==> src/rtl/mux_2x1_nbit_stream.sv <==
// mux_2x1_nbit_stream
//   Merges two valid/ready input streams (w0, w1) into one output stream
//   (f) held in a single-entry output register. The source tag s marks the
//   channel each word came from (0 = w0, 1 = w1). Latency is one clock, and
//   the block sustains one word per clock.
//
//   Configuration macro: MUX_RR_ARB_EN
//     defined   -> round-robin arbitration between w0 and w1
//     undefined -> fixed priority, w0 wins contention
//
//   Ports
//     clk       in   rising-edge clock
//     reset     in   asynchronous active-high reset
//     w0        in   [N] channel-0 data
//     w0_valid  in   w0 holds a word
//     w0_ready  out  block accepts w0 this cycle
//     w1        in   [N] channel-1 data
//     w1_valid  in   w1 holds a word
//     w1_ready  out  block accepts w1 this cycle
//     f         out  [N] merged output data
//     s         out  source tag of f
//     f_valid   out  f and s hold a word
//     f_ready   in   sink accepts f this cycle
module mux_2x1_nbit_stream #(
  parameter int unsigned N = 4
) (
  input  logic         clk,
  input  logic         reset,
  input  logic [N-1:0] w0,
  input  logic         w0_valid,
  output logic         w0_ready,
  input  logic [N-1:0] w1,
  input  logic         w1_valid,
  output logic         w1_ready,
  output logic [N-1:0] f,
  output logic         s,
  output logic         f_valid,
  input  logic         f_ready
);

  typedef enum logic {
    EMPTY = 1'b0,
    FULL  = 1'b1
  } state_t;

  state_t         state_q, state_d;
  logic [N-1:0]   f_q, f_d;
  logic           s_q, s_d;
  logic           can_load;
  logic           pick_w1;
  logic           in_xfer;
  logic           out_xfer;

`ifdef MUX_RR_ARB_EN
  // Channel granted most recently; resets to 1 so w0 wins first contention.
  logic           last_q, last_d;
`endif

  always_comb begin
    can_load = (state_q == EMPTY) || f_ready;

`ifdef MUX_RR_ARB_EN
    // Under contention, take w1 only if w0 was granted last.
    pick_w1 = w1_valid && (!w0_valid || !last_q);
`else
    pick_w1 = w1_valid && !w0_valid;
`endif

    // Readies are held low during reset so no transfer can be seen then.
    w1_ready = !reset && can_load && pick_w1;
    w0_ready = !reset && can_load && w0_valid && !pick_w1;

    in_xfer  = w0_ready || w1_ready;
    out_xfer = (state_q == FULL) && f_ready;

    state_d = state_q;
    f_d     = f_q;
    s_d     = s_q;
`ifdef MUX_RR_ARB_EN
    last_d  = last_q;
`endif

    if (in_xfer) begin
      f_d     = pick_w1 ? w1 : w0;
      s_d     = pick_w1;
      state_d = FULL;
`ifdef MUX_RR_ARB_EN
      last_d  = pick_w1;
`endif
    end else if (out_xfer) begin
      state_d = EMPTY;
    end
  end

  always_ff @(posedge clk or posedge reset) begin
    if (reset) begin
      state_q <= EMPTY;
      f_q     <= '0;
      s_q     <= 1'b0;
`ifdef MUX_RR_ARB_EN
      last_q  <= 1'b1;
`endif
    end else begin
      state_q <= state_d;
      f_q     <= f_d;
      s_q     <= s_d;
`ifdef MUX_RR_ARB_EN
      last_q  <= last_d;
`endif
    end
  end

  assign f       = f_q;
  assign s       = s_q;
  assign f_valid = (state_q == FULL);

endmodule

==> config.mk <==
export PLATFORM = sky130hd
export DESIGN_NAME = mux_2x1_nbit_stream
export DESIGN_NICKNAME = d
export VERILOG_FILES = /design/src/rtl/mux_2x1_nbit_stream.sv
export SDC_FILE = /design/constraint.sdc
export NUM_CORES = 1
export LEC_CHECK = 0
export CORE_AREA = 2 2 39 41
export CTS_CLUSTER_DIAMETER = 60
export CTS_CLUSTER_SIZE = 10
export DETAILED_ROUTE_END_ITERATION = 8
export DIE_AREA = 0 0 41 43
export GPL_TIMING_DRIVEN = 0
export PLACE_DENSITY = 0.55
export SETUP_SLACK_MARGIN = 0.1
export SYNTH_ARGS = -nofsm -noshare
export SYNTH_HDL_FRONTEND = slang
export SYNTH_SLANG_ARGS = --single-unit
export TNS_END_PERCENT = 10
==> constraint.sdc <==
create_clock -name clk -period 2.13 [get_ports clk]
set_input_delay 0.213 -clock clk [delete_from_list [all_inputs] [get_ports clk]]
set_output_delay 0.213 -clock clk [all_outputs]
set_load 0.05 [all_outputs]
; ---- After elaboration in Yosys (flattened, before gate mapping)
; Cells that the tools add are included.
; W data, S select, Z words.
[totals]
reg_bits = 6
out_inout_bits = 8
wordCells = 19
[op_classes]
bitwise_logic = 1
reduce_logical = 12
n_mux = 3
[op_table]
columns = operator, count
row1 = $logic_and A1 B1 Y1, 6
row2 = $mux W4, 1
row3 = $logic_not A1 Y1, 3
row4 = $logic_or A1 B1 Y1, 2
row5 = $mux W1, 2
row6 = $reduce_bool A2 Y1, 1
row7 = $not A1 Y1, 1

; ---- Logic depth before layout (Yosys ltp)
[logic_depth]
depth_word = 7
ltp_mapped = 4

; ---- Least setup slack after synthesis
; No wires, ideal clock.
[synth_timing]
path_kind = register to register
start = register state_q, in the netlist f_valid
end = register s_q, in the netlist s
arrival_time_ns = 1.288
setup_slack_ns = 0.703
stages_incl_launch_ff = 5
required_time_ns = 1.991
path_buffers = 0
setup_time_ns = 0.139
path_cell_list = dfrtp_1 nand2b_2 nand2_1 inv_1 nor2_1
[synth_via]
elab_chain_len = 6
[synth_lines]
columns = element, line_no
row1 = from (decl), 46  ; state_t state_q, state_d;
row2 = from (signal assigned), 104  ; state_q <= state_d;
row3 = $not A1 Y1, 60  ; can_load = (state_q == EMPTY) || f_ready;
row4 = $logic_or A1 B1 Y1, 60
row5 = $logic_and A1 B1 Y1 (3 in series), 71  ; w0_ready = !reset && can_load && w0_valid && !pick_w1;
row6 = via w0_ready, 31  ; output logic w0_ready,
row7 = $logic_or A1 B1 Y1, 73  ; in_xfer = w0_ready || w1_ready;
row8 = to (signal assigned), 99  ; s_q <= 1'b0;
row9 = to (signal assigned), 106  ; s_q <= s_d;
row10 = to (decl), 48  ; logic s_q, s_d;
; The timed path passes the listed nets, and every way through them passes these cells.
; A chain may end at the register's enable or synchronous reset.

; ---- Worst setup path in the final report
[layout_timing]
start = input port w0_valid
end = output port w0_ready
[layout_via]
elab_chain_len = 4
[layout_lines]
columns = element, line_no
row1 = from (decl), 30  ; input logic w0_valid,
row2 = $logic_not A1 Y1, 66  ; pick_w1 = w1_valid && !w0_valid;
row3 = $logic_and A1 B1 Y1, 66
row4 = $logic_not A1 Y1, 71
row5 = $logic_and A1 B1 Y1 (*), 71
row6 = to (decl), 31
; Mark *: on every way between the ends. The rest lies on a longest branch, timed or not.

==> impl_metrics.env <==
export IMPL_outcome="completed"
export IMPL_io_pins=21
export IMPL_p_sw_frac=0.373
export IMPL_layout_drive_gt1_share=0.232
export IMPL_routabilityCongestion=0.717
export IMPL_antenna_left=0
export IMPL_multi_input_area_um2=176
export IMPL_critPathTopFamily="buffers and inverters"
export IMPL_utilization=0.418
export IMPL_hold_viol_final=0
export IMPL_path_class="primary input to output port"
export IMPL_final_min_clock_period_ns=1.91
export IMPL_fillCellCount=150
export IMPL_reg2reg_slack_ns=1.08
export IMPL_die_area_um2=1760
export IMPL_critPathArrivalTime_ns=1.69
export IMPL_syn_nets=46
export IMPL_worst_pin_slew_ns=0.498
export IMPL_pwr_share_seq=0.334
export IMPL_num_vias=334
export IMPL_antenna_cells=0
export IMPL_synth_avg_cell_area_um2=10.4
export IMPL_ctsLongestPathBuffers=2
export IMPL_synth_cells=33
export IMPL_min_path_type="primary input to async pin"
export IMPL_htreeDepth=1
export IMPL_clk_latency_ns=0.24
export IMPL_placed_cell_area_um2=562
export IMPL_cp_slowest_cell="clkdlybuf4s50_1"
export IMPL_crit_fanout=7
export IMPL_cap_violations=0
export IMPL_grt_start_max_net_pins=14
export IMPL_setup_ws_ns=0.222
export IMPL_tns_ns=0
export IMPL_drtPass1Iterations=4
export IMPL_vias_per_cell=4.64
export IMPL_ys_seq_area_frac=0.440
export IMPL_drtIter0Drc=5
export IMPL_placed_cells=69
export IMPL_dp_hpwl_um=680
export IMPL_cts_root_buf="clkbuf_4"
export IMPL_grt_usage=0.129
export IMPL_p_int_uw=273
export IMPL_p_switching_uw=162
export IMPL_crit_path_cell_trace="clkdlybuf4s50_1 -> and2b_1 -> nand2_1 -> inv_1 -> dlygate4sd2_1"
export IMPL_worst_path_largest_cell_delay_ns=0.61
export IMPL_fmax_mhz=524
export IMPL_ir_worst_vdd_uv=295
export IMPL_pre_cts_ws_ns=-0.161
export IMPL_ff_latch_area_um2=150
export IMPL_drc=0
export IMPL_clk_pin_slew_ns=0.05
export IMPL_slew_violations=0
export IMPL_cp_num_buf_inv=3
export IMPL_grt_overflow=0
export IMPL_skew_ns=0.00599
export IMPL_core_region_area_um2=1380
export IMPL_post_drt_wl_per_cell_um=12.6
export IMPL_antenna_found_initial=0
export IMPL_postCtsHoldBufs=0
export IMPL_cts_tree="yes"
export IMPL_power_density_nw_per_um2=752
export IMPL_power_frac_clock=0.235
export IMPL_grt_pass1_vias=315
export IMPL_relSlewSlack=0.667
export IMPL_cp_required_ns=1.92
export IMPL_power_uw=435
export IMPL_start_kind="primary input"
export IMPL_clock_sinks=6
export IMPL_finalNetCount=71
export IMPL_die_width_um=41
export IMPL_ys_types=19
export IMPL_setup_viol=0
export IMPL_cts_buffers=3
export IMPL_final_cells=72
export IMPL_synth_area_um2=342
export IMPL_grt_first_pass_wirelength_um=1450
export IMPL_rsz0062_at_grt="no"
export IMPL_wirelength_um=909
export IMPL_initial_utilization=0.247
export IMPL_end_kind="output port"
export IMPL_ys_warn_count=0
export IMPL_whs_ns=0.279
export IMPL_leakage_nw=0.248
export IMPL_synth_seq_cells=6
export IMPL_syn_to_final_growth_pct=69.2
export IMPL_num_rows=14
export IMPL_final_area_um2=578
export IMPL_combinationalPowerShare=0.432
export IMPL_portBuffers=20
export IMPL_dieHeight_um=43
export IMPL_period_share=0.896
==> sequential cells by signal, indices dropped and copies added, names as in the netlist <==
| signal | cells |
|---|---|
| f_valid | 1 |
| f | 4 |
| s | 1 |
==> placed cells by master (no fill, tap or decap), types with 2 or more instances in the layout <==
| master | synthesis | final |
|---|---|---|
| nor2_1 | 2 | 2 |
| inv_1 | 3 | 3 |
| nand2_1 | 2 | 2 |
| nor3_1 | 2 | 2 |
| clkdlybuf4s50_1 | 0 | 18 |
| o2bb2ai_1 | 2 | 2 |
| a41oi_2 | 2 | 2 |
| o221a_2 | 2 | 2 |
| clkbuf_4 | 0 | 3 |
| a22oi_1 | 2 | 2 |
| dfrtp_1 | 6 | 6 |
==> power groups by stage <==
stage | clock network, mW | registers, mW | logic [mW]
2_1_floorplan | 0 | 0.212 | 0.0489
3_3_place_gp | 0 | 0.147 | 0.190
3_5_place_dp | 0 | 0.147 | 0.189
4_1_cts | 0.108 | 0.145 | 0.189
5_1_grt | 0.113 | 0.147 | 0.199
6_report | 0.102 | 0.145 | 0.188
==> per-layer routing <==
layer  wire, um  global-route usage  vias up
met5          0                   0        -
met4         19               0.100        0
met3         68              0.0366        2
met2        351               0.147       14
met1        469               0.194      148
li1           -                   -      170
==> synthesized netlist by cell type <==
cell type  number  share of area
o221a_2         2          0.066
nor2b_2         1          0.026
nand2b_2        1          0.026
inv_2           1          0.011
a41oi_2         2          0.095
and2b_1         1          0.022
nor2b_1         1          0.018
a21o_1          1          0.022
dfrtp_1         6           0.44
a31oi_1         1          0.018
or2_2           1          0.018
o2bb2ai_1       2          0.051
nand2_1         2          0.022
a22oi_1         2          0.044
and3_2          1          0.022
nor3_1          2          0.029
inv_1           3          0.033
nand3_1         1          0.015
nor2_1          2          0.022
==> repair_timing <==
| action | CTS | global route |
|---|---|---|
| buffers inserted | 0 | 0 |
| pin swaps | 0 | 0 |
| gates resized for setup | 2 | 2 |
| endpoints found under the setup margin | 2 | 1 |
==> path summary, 6_finish.rpt <==
path | startpoint | to | cells after the start
worst min register to register | f[3] | f[3] | 1
worst min-delay path | reset | f[1] | 2
worst max-delay path | w0_valid | w0_ready | 5
min in group clk | f[3] | f[3] | 1
worst max register to register | f_valid | f[1] | 3
max in group asynchronous | reset | f[0] | 2
==> cell families (layout without fill, tap and decap cells) <==
group           count (synthesis)  in the layout  share of synthesized area
buf+inv                         4             27                     0.0439
simple gates                   13             13                      0.220
compound gates                 10             10                      0.297
flops                           6              6                      0.440
==> layout make-up <==
class                   instances  area share
flip-flops and latches          6       0.260
clock buffers                   3      0.0390
multi-input cells              23       0.305
well taps                      16      0.0346
repair buffers                 20       0.335
inverters                       4      0.0260
Note: power is estimated with default switching activity, not from simulation.
==> edit 1, RTL diff (same settings) <==
The option `MUX_RR_ARB_EN` is turned on by a define.
--- a/src/rtl/mux_2x1_nbit_stream.sv
+++ b/src/rtl/mux_2x1_nbit_stream.sv
@@ -23,2 +23,4 @@
 //     f_ready   in   sink accepts f this cycle
+`define MUX_RR_ARB_EN
+
 module mux_2x1_nbit_stream #(
Check against the original RTL: not equivalent (a bounded check fails within 4 cycles, from zero or initial values and one cycle with reset high).
==> edit 1 against the unedited design <==
- total power grew 21%
- area after synthesis grew 5.1%
- synthesized cell count shrank 3.0%
- routed wire length grew 2.6%
- worst setup slack gained 0.13 ns
- cell area grew 6.1%
- sequential cell count grew 1
- non-clock buffer count is the same
- clock skew grew 0.0040 ns
- critical path depth is the same
- core utilization grew 2.5 points
- register-to-register slack lost 0.09 ns
- critical endpoint unchanged
- largest cell class unchanged
==> edit 1: results (changes against the unedited design) <==
Outcome:
- The run finished with clean final reports.

Drt:
- The first-pass iteration count of the detailed router was 3 (-1).
- The post-route met1 wirelength is 418 um (-11%).
- The wire length on met3 came to 67 um (-1.5%).
- The mean number of vias per cell is 4.97 (+7.2%).
- The number of DRC violations after detailed-routing iteration 0 is 4 (-1).
- The detailed-routed wire length on met2 is 447 um (+27%).
- The uppermost signal routing layer after detailed routing is met3.
- The final wirelength was 933 um (+2.6%).

Global route:
- The met2 track demand over resource in global routing was 0.175 (+0.0281).
- The met1 track demand over resource was 0.156 (-0.0379).
- The overall fraction of global-route tracks in use is 0.134 (+0.00445).
- The pin count of the biggest net entering global routing is 10 (-4).
- The via count of the first global-routing pass came to 341 (+8.3%).
- The global routing usage on met3 is 0.105 (+0.0681).
- The initial antenna violation count is 0 (unchanged).
- The wire length of the first global-routing pass is 1.48 mm (+1.9%).

Critical path:
- The critical register-to-register path endpoint is f[3]$_DFFE_PP0P_.
- The critical path arrival came to 1.56 ns (-0.13 ns).
- The startpoint identified for the worst register-to-register timing path is last_q$_DFFE_PP1P_.
- The most critical setup path has its startpoint at f_ready.
- The timing endpoint of the critical path is w0_ready.
- The maximum fanout encountered on the critical timing path is 3 (-4).
- The flop-to-flop setup slack is 0.99 ns (-0.09 ns).

Clock tree:
- The number of buffers added for setup after CTS is 0 (unchanged).
- The later pin in the worst-skew pair is clocked with a latency of 0.25 ns.
- The post-cts repair resize count was 4 (+2).
- The largest buffer count on any clock path is 2 (unchanged).
- CTS placed an instance of sky130_fd_sc_hd__clkbuf_4 at the clock tree root.

Layout:
- The number of filler cells placed in the layout is 136 (-9.3%).
- The area growth from synthesis to final layout is 70.7%.
- The number of nets at the end of the flow came to 70 (-1.4%).
- The share of cells above drive strength 1 came to 0.232 (unchanged).

Place:
- The estimated wirelength of the detail-placed design is 728 um (+7.0%).
- The final weighted congestion of routability-driven global placement is 0.710 (-1.0%).
- The placed instance count is 68 (-1.4%).
- The cell area after placement was 584 sq um (+4.0%).
- The setup slack after placement was -0.299 ns (-0.139 ns).

Logic synthesis:
- By count the netlist is led by sky130_fd_sc_hd__dfrtp_1 (6), sky130_fd_sc_hd__a2bb2oi_1 (4), sky130_fd_sc_hd__o32ai_1 (4).
- The post-synthesis net count is 45 (-2.2%).
- The cell count after synthesis is 32 (-3.0%).
- By area the synthesized netlist is led by sky130_fd_sc_hd__dfrtp_1 (42%), sky130_fd_sc_hd__a2bb2oi_1 (9.8%), sky130_fd_sc_hd__o32ai_1 (9.8%).
- The proportion of synthesized chip area in sequential cells was 0.491 (+0.0517).
- The number of library cell types mapped by synthesis came to 17 (-2).
- The most common flop cell mapped by yosys is sky130_fd_sc_hd__dfrtp_1.

STA:
- The minimum period implied by the final worst setup slack is 1.78 ns (-0.133 ns).
- The final number of setup-violating endpoints is 0 (unchanged).
- The setup skew after layout is 0.00994 ns (+0.00395 ns).
- The tightest slew margin relative to the limit is 0.663 (-0.00457).
- The post-route worst hold slack was 0.0240 ns (-0.255 ns).

Pwr:
- The leakage power figure came to 0.242 nW (-2.6%).
- The maximum ir drop on the vdd rail came to 547 uV (+85%).
[edit 1: cells by family (layout without fill, tap and decap cells)]
family | Yosys count | count (layout) | share of synthesized area
DFF | 7 | 7 | 0.491
AOI/OAI and AO/OA | 14 | 14 | 0.307
and+or+nand+nor | 9 | 9 | 0.181
buffers and inverters | 2 | 26 | 0.0209
[edit 1: where the power goes]
group          total (mW)  switching, mW  internal (mW)
Combinational       0.228          0.137         0.0914
Clock               0.118         0.0471         0.0714
Sequential          0.179         0.0160          0.163
[edit 1: cell type report]
class	count	share of cell area
inverters	2	0.0184
flip-flops and latches	7	0.288
clock buffers	4	0.0429
repair buffers	20	0.324
multi-input cells	23	0.294
well taps	16	0.0327
[edit 1: critical path, stage by stage]
cell and delay [ns]:
sky130_fd_sc_hd__clkdlybuf4s50_1 0.51, sky130_fd_sc_hd__nand2b_1 0.17, sky130_fd_sc_hd__nand2_1 0.12, sky130_fd_sc_hd__nor3_2 0.16, sky130_fd_sc_hd__clkdlybuf4s15_2 0.39
==> edit 2, RTL diff (config.mk and constraints unchanged) <==
Made on the original files. Take the reset off `f_q` and load it in a clocked block of its own.
--- a/src/rtl/mux_2x1_nbit_stream.sv
+++ b/src/rtl/mux_2x1_nbit_stream.sv
@@ -97,3 +97,2 @@
       state_q <= EMPTY;
-      f_q     <= '0;
       s_q     <= 1'b0;
@@ -104,3 +103,2 @@
       state_q <= state_d;
-      f_q     <= f_d;
       s_q     <= s_d;
@@ -110,2 +108,6 @@
     end
+  end
+
+  always_ff @(posedge clk) begin
+    f_q <= f_d;
   end
Function: differs if reset is asserted again (counterexample within 4 cycles, from zero or initial values and one cycle with reset high); with reset held inactive, the same outputs for 10 cycles.
==> edit 2 against the unedited design <==
- area after synthesis is 16% lower
- worst setup slack better by 0.046 ns
- routed wire length is 28% lower
- sequential cell count stayed put
- total power is 19% lower
- cell area is 8.2% lower
- hold slack worse by 0.087 ns
- largest cell class unchanged
==> edit 2: results (changes against the unedited design) <==
Layout:
- The number of antenna repair diodes came to 0 (unchanged).
- The number of nets at the end of the flow is 59 (-17%).
- The share of cells above drive strength 1 came to 0.227 (-0.00487).

Clock tree:
- The clock root buffer is sky130_fd_sc_hd__clkbuf_4.
- The largest buffer count on any clock path was 2 (unchanged).
- The number of buffers added for setup after CTS is 0 (unchanged).
- The number of clock buffers inserted by TritonCTS is 3 (unchanged).
- After clock tree synthesis, the clock-pin slew on the worst setup and hold paths is 0.04 ns.
- The worst-skew pair later-pin latency is 0.24 ns (about the same).
- The total number of H-tree levels came to 1 (unchanged).

Place:
- The estimated wirelength of the detail-placed design is 530 um (-22%).
- The count of input and output buffers is 20 (unchanged).
- The setup slack after placement is -0.0145 ns (+0.146 ns).
- The final weighted congestion of routability-driven global placement was 0.626 (-13%).

Logic synthesis:
- The number of synthesized flops with an enable pin is 4 (+4).
- The commonest cells after synthesis are sky130_fd_sc_hd__edfxtp_1 (4), sky130_fd_sc_hd__mux2_2 (4), sky130_fd_sc_hd__nor2_1 (3).
- The number of warning messages in the yosys log was 0 (unchanged).
- The number of library cell types mapped by synthesis is 12 (-7).
- The proportion of synthesized chip area in sequential cells is 0.594 (+0.154).
- The post-synthesis net count is 34 (-26%).
- After synthesis, the cell types taking the most area are sky130_fd_sc_hd__edfxtp_1 (42%), sky130_fd_sc_hd__dfrtp_1 (17%), sky130_fd_sc_hd__mux2_2 (16%).
- The share of synthesized flip-flops with an asynchronous set or reset is 0.333 (-0.667).

Drt:
- The wire length per cell after detailed routing is 10.9 um (-14%).
- The vias after detailed routing came to 255 (-24%).
- The number of antenna-violating nets in the routed design came to 0 (unchanged).
- The number of DRC violations after detailed-routing iteration 0 is 3 (-2).
- The first-pass iteration count of the detailed router is 2 (-2).
- The number of design rule violations left after detail routing was 0 (unchanged).

Critical path:
- The delay contributed by the slowest stage of the critical path is 0.52 ns (-0.09 ns).
- The worst-path cell with the longest stage delay is sky130_fd_sc_hd__dlygate4sd2_1.
- The maximum fanout encountered on the critical timing path is 5 (-2).
- The critical path arrival is 1.65 ns (-0.04 ns).

Global route:
- The wire length of the first global-routing pass is 931 um (-36%).
- The pin count of the biggest net entering global routing was 7 (-7).
- The initial antenna violation count was 0 (unchanged).
- The overall fraction of global-route tracks in use is 0.0810 (-0.0485).

Hold path:
- The path type of the worst min-delay path is primary input to asynchronous set/reset pin.

Outcome:
- The run finished with clean final reports.

Pwr:
- The switching part of the total power is 0.291 (-0.0818).
- The leakage power figure came to 0.231 nW (-7.1%).
- The maximum ir drop on the vdd rail was 333 uV (+13%).

STA:
- The setup skew after layout is 0.000820 ns (-0.00517 ns).
- The tightest slew margin relative to the limit came to 0.667 (about the same).
-- edit 2: cells by family (layout without fill, tap and decap cells) --
kind of cell	Yosys count	in the layout	share of synthesized area
flops	6	6	0.594
mux	4	4	0.157
simple gates	8	8	0.196
buf+inv	1	24	0.0131
compound gates	2	2	0.0393
-- edit 2: per-layer routing --
layer / GRT usage / vias to the layer above / routed length [um]
met1: 0.0825 / 110 / 254
met5: 0 / - / 0
met4: 0.0400 / 0 / 0
met3: 0.0366 / 0 / 112
li1: - / 124 / -
met2: 0.131 / 21 / 288
-- edit 2: stage by stage --
stage / hold slack, ns / std cells / cell area [sq um] / power (mW)
after floorplan: -0.0195 / 21 / 287 / 0.204
after global placement: 0.422 / 57 / 507 / 0.253
after detailed placement: 0.452 / 57 / 507 / 0.254
after CTS: 0.191 / 60 / 528 / 0.360
after global routing: 0.212 / 60 / 531 / 0.373
final: 0.192 / 60 / 531 / 0.351
-- edit 2: final cells by class --
cell class                      instances  area [sq um]
Sequential cell                         6           170
Clock buffer                            3          22.5
Tap cell                               16          20.0
Multi-Input combinational cell         14           113
Fill cell                             135           853
Timing Repair Buffer                   20           201
Inverter                                1          3.75
-- edit 2: repair_timing --
item | CTS | global route
hold buffers | 0 | 0
cloned | 0 | 0
endpoints found under the setup margin | 1 | 1
resized for setup | 1 | 1
-- edit 2: power by group through the flow --
stage          combinational [mW]  clock, mW  sequential, mW
2_1_floorplan              0.0277          0           0.177
3_3_place_gp                0.110          0           0.143
3_5_place_dp                0.111          0           0.143
4_1_cts                     0.111      0.108           0.141
5_1_grt                     0.116      0.115           0.142
6_report                    0.109      0.101           0.141
-- edit 2: final timing paths --
check / start / end / slack (ns)
worst max-delay path: w1_valid / w1_ready / 0.27
worst min-delay path: reset / f_valid$_DFFE_PP0P_ / 0.19
worst max register to register: f_valid$_DFFE_PP0P_ / f[0]$_DFFE_PP_ / 0.99
worst min register to register: s$_DFFE_PP0P_ / s$_DFFE_PP0P_ / 0.50
max in group asynchronous: reset / s$_DFFE_PP0P_ / 1.78
min in group clk: s$_DFFE_PP0P_ / s$_DFFE_PP0P_ / 0.50
-- edit 2: worst max-delay path: cells and delay by family --
family / cells / cell delay [ns]
buffers and inverters: 2 / 1.02
and+or+nand+nor: 2 / 0.41
